## src/rtl/vce_pkg.sv

```systemverilog
// Shared types for the VCE colour-RAM path: CRAM address/data widths, CPU port FSM
// states and the default CPU starvation bound.
package vce_pkg;

  typedef logic [8:0] cram_addr_t;
  typedef logic [8:0] cram_data_t;

  typedef enum logic [1:0] {
    CPU_IDLE   = 2'd0,
    CPU_WAIT   = 2'd1,
    CPU_RDRESP = 2'd2
  } cpu_state_e;

  typedef struct packed {
    logic       we;
    cram_addr_t addr;
    cram_data_t wdata;
  } cpu_hold_t;

  localparam int STARVE_LIMIT_DEF = 4;

endpackage

```

## src/rtl/cram_arbiter.sv

```systemverilog
// Single-port CRAM arbiter: pixel fetch has priority every cycle, and a pending CPU
// access is forced through once it has been denied STARVE_LIMIT consecutive cycles.
module cram_arbiter
  import vce_pkg::*;
#(
  parameter int STARVE_LIMIT = STARVE_LIMIT_DEF
) (
  input  logic       clock,
  input  logic       reset_N,
  input  logic       pix_req,
  input  cram_addr_t pix_addr,
  output logic       pix_valid,
  output cram_data_t pix_data,
  output logic       pix_artifact,
  input  logic       cpu_req,
  input  logic       cpu_we,
  input  cram_addr_t cpu_addr,
  input  cram_data_t cpu_wdata,
  output logic       cpu_busy,
  output logic       cpu_ack,
  output cram_data_t cpu_rdata,
  output cram_addr_t ram_addr,
  output logic       ram_we,
  output cram_data_t ram_wdata,
  input  cram_data_t ram_rdata
);

  localparam int CW = $clog2(STARVE_LIMIT + 1);

  cpu_state_e r_state, w_state_nxt;
  cpu_hold_t  r_hold;
  logic [CW-1:0] r_wait_cnt, w_wait_cnt_nxt;
  logic       r_ack;
  cram_data_t r_rdata;
  logic       r_pix_req, r_pix_gnt;
  cram_data_t r_pix_last;

  logic w_accept, w_force, w_grant_cpu, w_grant_pix;

  assign w_accept    = cpu_req & (r_state == CPU_IDLE);
  assign w_force     = (r_wait_cnt == CW'(STARVE_LIMIT));
  assign w_grant_cpu = (r_state == CPU_WAIT) & (~pix_req | w_force);
  assign w_grant_pix = pix_req & ~w_grant_cpu;

  always_comb begin
    w_state_nxt    = r_state;
    w_wait_cnt_nxt = '0;
    case (r_state)
      CPU_IDLE:   if (w_accept) w_state_nxt = CPU_WAIT;
      CPU_WAIT: begin
        if (w_grant_cpu) w_state_nxt = r_hold.we ? CPU_IDLE : CPU_RDRESP;
        else if (!w_force) w_wait_cnt_nxt = r_wait_cnt + 1'b1;
        else w_wait_cnt_nxt = r_wait_cnt;
      end
      CPU_RDRESP: w_state_nxt = CPU_IDLE;
      default:    w_state_nxt = CPU_IDLE;
    endcase
  end

  always_ff @(posedge clock or negedge reset_N) begin
    if (!reset_N) begin
      r_state    <= CPU_IDLE;
      r_wait_cnt <= '0;
      r_hold     <= '0;
      r_ack      <= 1'b0;
      r_rdata    <= '0;
      r_pix_req  <= 1'b0;
      r_pix_gnt  <= 1'b0;
      r_pix_last <= '0;
    end else begin
      r_state    <= w_state_nxt;
      r_wait_cnt <= w_wait_cnt_nxt;
      if (w_accept) r_hold <= '{we: cpu_we, addr: cpu_addr, wdata: cpu_wdata};
      r_ack      <= (w_grant_cpu & r_hold.we) | (r_state == CPU_RDRESP);
      if (r_state == CPU_RDRESP) r_rdata <= ram_rdata;
      r_pix_req  <= pix_req;
      r_pix_gnt  <= w_grant_pix;
      // Remember the last real pixel so a stolen slot can repeat it.
      if (r_pix_gnt) r_pix_last <= ram_rdata;
    end
  end

  assign ram_addr     = w_grant_cpu ? r_hold.addr : pix_addr;
  assign ram_we       = w_grant_cpu & r_hold.we;
  assign ram_wdata    = ram_we ? r_hold.wdata : '0;

  assign pix_valid    = r_pix_req;
  assign pix_data     = r_pix_gnt ? ram_rdata : r_pix_last;
  assign pix_artifact = r_pix_req & ~r_pix_gnt;

  assign cpu_busy     = (r_state != CPU_IDLE);
  assign cpu_ack      = r_ack;
  assign cpu_rdata    = r_rdata;

endmodule

```

## config.mk

```make
export PLATFORM = sky130hd
export DESIGN_NAME = cram_arbiter
export DESIGN_NICKNAME = d
export VERILOG_FILES = /design/src/rtl/vce_pkg.sv /design/src/rtl/cram_arbiter.sv
export SDC_FILE = /design/constraint.sdc
export NUM_CORES = 1
export LEC_CHECK = 0
export ABC_AREA = 1
export BUFFER_PORTS_ARGS = -buffer_cell sky130_fd_sc_hd__buf_2
export CAP_MARGIN = 0
export CORE_MARGIN = 5
export CORE_UTILIZATION = 42
export DETAILED_ROUTE_END_ITERATION = 16
export HOLD_SLACK_MARGIN = 0.06
export PLACE_DENSITY = 0.78
export SYNTH_ARGS = -nofsm -noshare
export SYNTH_HDL_FRONTEND = slang
export SYNTH_SLANG_ARGS = --single-unit
```

## constraint.sdc

```tcl
create_clock -name clock -period 1.2 [get_ports clock]
set_input_delay 0.18 -clock clock [delete_from_list [all_inputs] [get_ports clock]]
set_output_delay 0.18 -clock clock [all_outputs]
set_load 0.02 [all_outputs]
```

======== After elaboration in Yosys (flattened, before gate mapping) ========
Cells that the tools add are included.
Widths: inputs -> output; s select.
operators by class
  add/subtract/negate cells ............... 1
  equality and inequality tests ........... 6
  muxes and demuxes ....................... 10
  bitwise operators ....................... 10
  reductions and logical operators ........ 3
operator list
  kind                 number
  $mux 9               3
  $mux 3               3
  $mux 2               3
  $and 1x1->1          5
  $ne 2x2->1 const B   2
  $pmux 2 s2           1
  $add 3x1->3 const B  1
  $eq 3x3->1 const B   1
  $ne 3x3->1 const B   1
  $not 1->1            3
  $eq 2x1->1 const B   1
  $eq 2x2->1 const B   1
  $logic_not 2->1      1
  $or 1x1->1           2
  $reduce_and 2->1     1
  $reduce_bool 2->1    1
word-level totals
  register bits after elaboration ......... 45
  input port bits ......................... 41
  output and inout bits ................... 41
  logic and storage cells ................. 40

======== Logic depth before layout (Yosys ltp) ========
  word-level depth ........................ 5
  mapped depth ............................ 7
  gate-level depth less buffers ........... 7

======== Least setup slack after synthesis ========
Ideal clock, no wire load.
  path type ............................... reg2out
  from .................................... reg r_wait_cnt[0]
  to ...................................... out ram_wdata[0]
  arrival time ............................ 1.233 ns
  data required time ...................... 1.020 ns
  setup slack ............................. -0.213 ns
  stages on the path, launching flop included .. 8
  buffers on the path ..................... 1
  cell sequence ........................... dfrtp_1 > inv_1 > ha_1 > nand2_1 > nand2_1 > nand3_1 > buf_2 > nor2_1
on the way
  longest elaborated chain between the ends .. 5
ends and longest elaborated chain
  what                    line                text
  start, declared         cram_arbiter.sv:32  logic [CW-1:0] r_wait_cnt, w_wait_cnt_nxt;
  start signal, assigned  cram_arbiter.sv:72  r_wait_cnt <= w_wait_cnt_nxt;
  $eq 3x3->1              cram_arbiter.sv:41  assign w_force = (r_wait_cnt == CW'(STARVE_LIMIT));
  $or 1x1->1              cram_arbiter.sv:42  assign w_grant_cpu = (r_state == CPU_WAIT) & (~pix_req | w_force);
  $and 1x1->1             cram_arbiter.sv:42
  $and 1x1->1             cram_arbiter.sv:84  assign ram_we = w_grant_cpu & r_hold.we;
  $mux 9                  cram_arbiter.sv:85  assign ram_wdata = ram_we ? r_hold.wdata : '0;
  end, declared           cram_arbiter.sv:24  output cram_data_t ram_wdata,
No other way between the ends.

======== Final worst setup path ========
  from .................................... reg r_wait_cnt[0]
  to ...................................... out ram_addr[7]
on the way
  longest elaborated chain between the ends .. 4
ends and longest elaborated chain
  what           line                text
  $eq 3x3->1     cram_arbiter.sv:41
  $or 1x1->1     cram_arbiter.sv:42
  $and 1x1->1    cram_arbiter.sv:42
  $mux 9         cram_arbiter.sv:83  assign ram_addr = w_grant_cpu ? r_hold.addr : pix_addr;
  end, declared  cram_arbiter.sv:22  output cram_addr_t ram_addr,
No other way between the ends.

==> flow_metrics.tcl <==
set metrics [dict create \
    insertion_delay_ns 0.29 \
    combPwrFrac_pct 51.9 \
    drtPass1Iterations 5 \
    cts_made_buffers 5 \
    viasPerCell 4.759 \
    clock_sinks 45 \
    n_fill_cell 298 \
    drt_iter0_drc 68 \
    ys_types 14 \
    intPower_w 0.004277 \
    cp_num_buf_inv 4 \
    power_frac_seq_pct 34.9 \
    grt_usage_pct 19.22 \
    hold_viol_final 0 \
    dieArea_um2 6053 \
    vias 1918 \
    coreArea_um2 4414 \
    yosysSeqAreaShare_pct 58.33 \
    syn-cell-area_um2 1931 \
    syn-mean-instance-area_um2 8.358 \
    slew_violations 0 \
    p_sw_w 0.002830 \
    die_h_um 77.80 \
    wirelength_um 5661 \
    relSlewSlack_pct 84.04 \
    setup_ws_ns -0.5831 \
    crit_fanout 7 \
    p_sw_share_pct 39.82 \
    fin_skew_ns 0.004988 \
    yosys_warnings 0 \
    path_clk_slew_ns 0.07 \
    cp_common_cell "buf_6" \
    portBuffers 81 \
    cts_buffer_depth 2 \
    start_kind "flip-flop" \
    power_w 0.007107 \
    grt_pass1_wl_um 9439 \
    peakVddDrop_mv 1.191 \
    hold_class "input port to flip-flop" \
    grt_setup_unrepaired "yes" \
    critPathSlowestCell "dfrtp_1" \
    drt.antenna.violating_nets 0 \
    status "complete, but fails checks" \
    min_period_ns 1.783 \
    grt_max_degree 46 \
    num_rows 24 \
    nets 394 \
    syn_nets 274 \
    drcViolationCount 0 \
    post_drt_wl_per_cell_um 14.05 \
    grt_pass1_vias 1971 \
    cts_tree "done" \
    tightest_slew_ns 0.2394 \
    critical_path_class "flip-flop to output port" \
    n_antenna_cell 0 \
    slowest_delay_ns 0.38 \
    critical-path-top-delay-family "buffers and inverters" \
    clkPwrFrac_pct 13.2 \
    syn_to_final_growth_pct 74.27 \
    fin_util_pct 76.22 \
    max_cap_viol_count 0 \
    max_freq_mhz 560.8 \
    initial_core_util_pct 43.74 \
    crit_chain "inv_1 > ha_2 > nand2_2 > nand2_2 > buf_6 > nand2_4 > buf_6 > nand2_1 > nand2_1 > buf_6" \
    pre_cts_slack_ns -0.3177 \
    worst_setup_path_end_kind "output port" \
    violations "setup timing" \
    min_period_over_period_pct 148.6 \
    cp.required_ns 1.02 \
    globalRoute.totalOverflow 0 \
    leakagePower_nw 1.752 \
    synthCells 231 \
    setup_viol_count_final 31 \
    drive_gt1_share_pct 54.13 \
    die_x_um 77.80 \
    clockRootBuffer "clkbuf_8" \
    p_per_area_nw_per_um2 2112 \
    ctsHtreeMaxLevel 2 \
    antenna_found_initial 0 \
    ios 82 \
    ys_ff_latch 45 \
    post-dp-hpwl_um 3459 \
    gp_congestion 0.7449 \
    crit_arrival_ns 1.60 \
]
-- repair_timing --
action / CTS / global route
endpoints found under the hold margin: 46 / 0
hold buffers: 2 / 0
buffers inserted: 8 / 9
gates resized for setup: 94 / 41
setup endpoints to repair: 51 / 59
gates cloned: 3 / 1
pin swaps: 11 / 17
-- area by class of cell --
type	count	area, µm²	share of cell area [%]
sequential	45	1127	33.51
timing repair buffer	125	1023	30.42
multi-input combinational	149	963.4	28.64
inverter	25	98.84	2.938
clock buffer	7	86.33	2.566
tap	52	65.06	1.934
-- final timing paths --
path                                                 from                         to  slack, ns  cells after the start
worst max-delay path            r_wait_cnt[0]$_DFFE_PN0P_                ram_addr[7]      -0.58                     10
worst min register to register     r_hold[18]$_DFFE_PN0P_     r_state[1]$_DFFE_PN0P_       0.48                      1
worst max register to register  r_wait_cnt[0]$_DFFE_PN0P_  r_wait_cnt[2]$_DFFE_PN0P_      -0.06                      6
min in group asynchronous                         reset_N    r_pix_last[3]$_DFF_PN0_       0.42                      3
worst min-delay path                          cpu_addr[0]      r_hold[9]$_DFFE_PN0P_       0.11                      3
max in group asynchronous                         reset_N        r_pix_gnt$_DFF_PN0_       0.57                      3
-- metrics by stage --
stage | hold WS, ns | setup TNS, ns | std cells | area [µm²]
detailed placement | 0.1788 | -6.008 | 377 | 2675
global placement | 0.1780 | -5.086 | 377 | 2675
global route | 0.09718 | -15.84 | 403 | 3364
floorplan | -0.1156 | -1.818 | 231 | 2033
finish | 0.1136 | -12.08 | 403 | 3364
CTS | 0.1048 | -13.61 | 397 | 3249
-- synthesized netlist by cell type, drive strengths merged --
master / n / area share, %
o21ai: 9 / 2.3
a21oi: 9 / 2.3
ha: 2 / 1.3
buf: 12 / 3.1
a21boi: 1 / 0.39
nor2: 25 / 5.0
nand3: 30 / 7.8
nand2: 72 / 14
xnor2: 1 / 0.45
inv: 25 / 4.9
dfrtp: 45 / 58
-- sequential cells by signal, summed over array words and instances, names as in the netlist --
signal,count
r_state,2
r_wait_cnt,3
r_hold,19
cpu_ack,1
pix_valid,1
r_pix_gnt,1
r_pix_last,9
cpu_rdata,9
-- cell families (layout without fill, tap and decap cells) --
logic type / Yosys count / in the layout / share of synthesized area (%)
AO/OA/AOI/OAI: 19 / 19 / 5.055
XOR/XNOR: 1 / 1 / 0.4537
adder cells (fa/ha/maj): 2 / 2 / 1.296
buffers and inverters: 37 / 157 / 7.972
flip-flops: 45 / 45 / 58.33
AND/OR/NAND/NOR: 127 / 127 / 26.90
-- tightest hold or removal path, cell delays in order --
cell and delay (ns):
buf_2 0.08, nand3_2 0.06, nand2_1 0.05
-- metal layers --
metal	vias up	wire length, µm	GRT usage (%)
met5	-	0	0
met4	0	87	5.326
met3	12	418	5.787
met2	83	2849	31.55
met1	869	2306	24.56
li1	954	-	-
-- power groups by stage --
stage / clock [W] / combinational (W) / sequential [W]
floorplan: 0 / 0.00146 / 0.00257
finish: 0.000937 / 0.00369 / 0.00248
global placement: 0 / 0.00268 / 0.00239
global route: 0.00105 / 0.00400 / 0.00254
detailed placement: 0 / 0.00275 / 0.00242
CTS: 0.000974 / 0.00346 / 0.00246
-- cells in the final DEF (no fill, tap or decap), types with 2 or more instances in the layout --
cell / instances
inv_1: 22
clkbuf_8: 6
buf_12: 4
dfrtp_1: 44
nand3_2: 6
nor2_2: 2
a21oi_4: 5
nand2_2: 16
nand2_1: 53
nor2_1: 4
nor2_4: 19
buf_4: 27
dlygate4sd3_1: 2
nand2_4: 3
buf_6: 40
buf_2: 51
nand3_1: 24
a21oi_2: 4
inv_2: 2
o21ai_1: 9
Note: power is estimated with default switching activity, not from simulation.
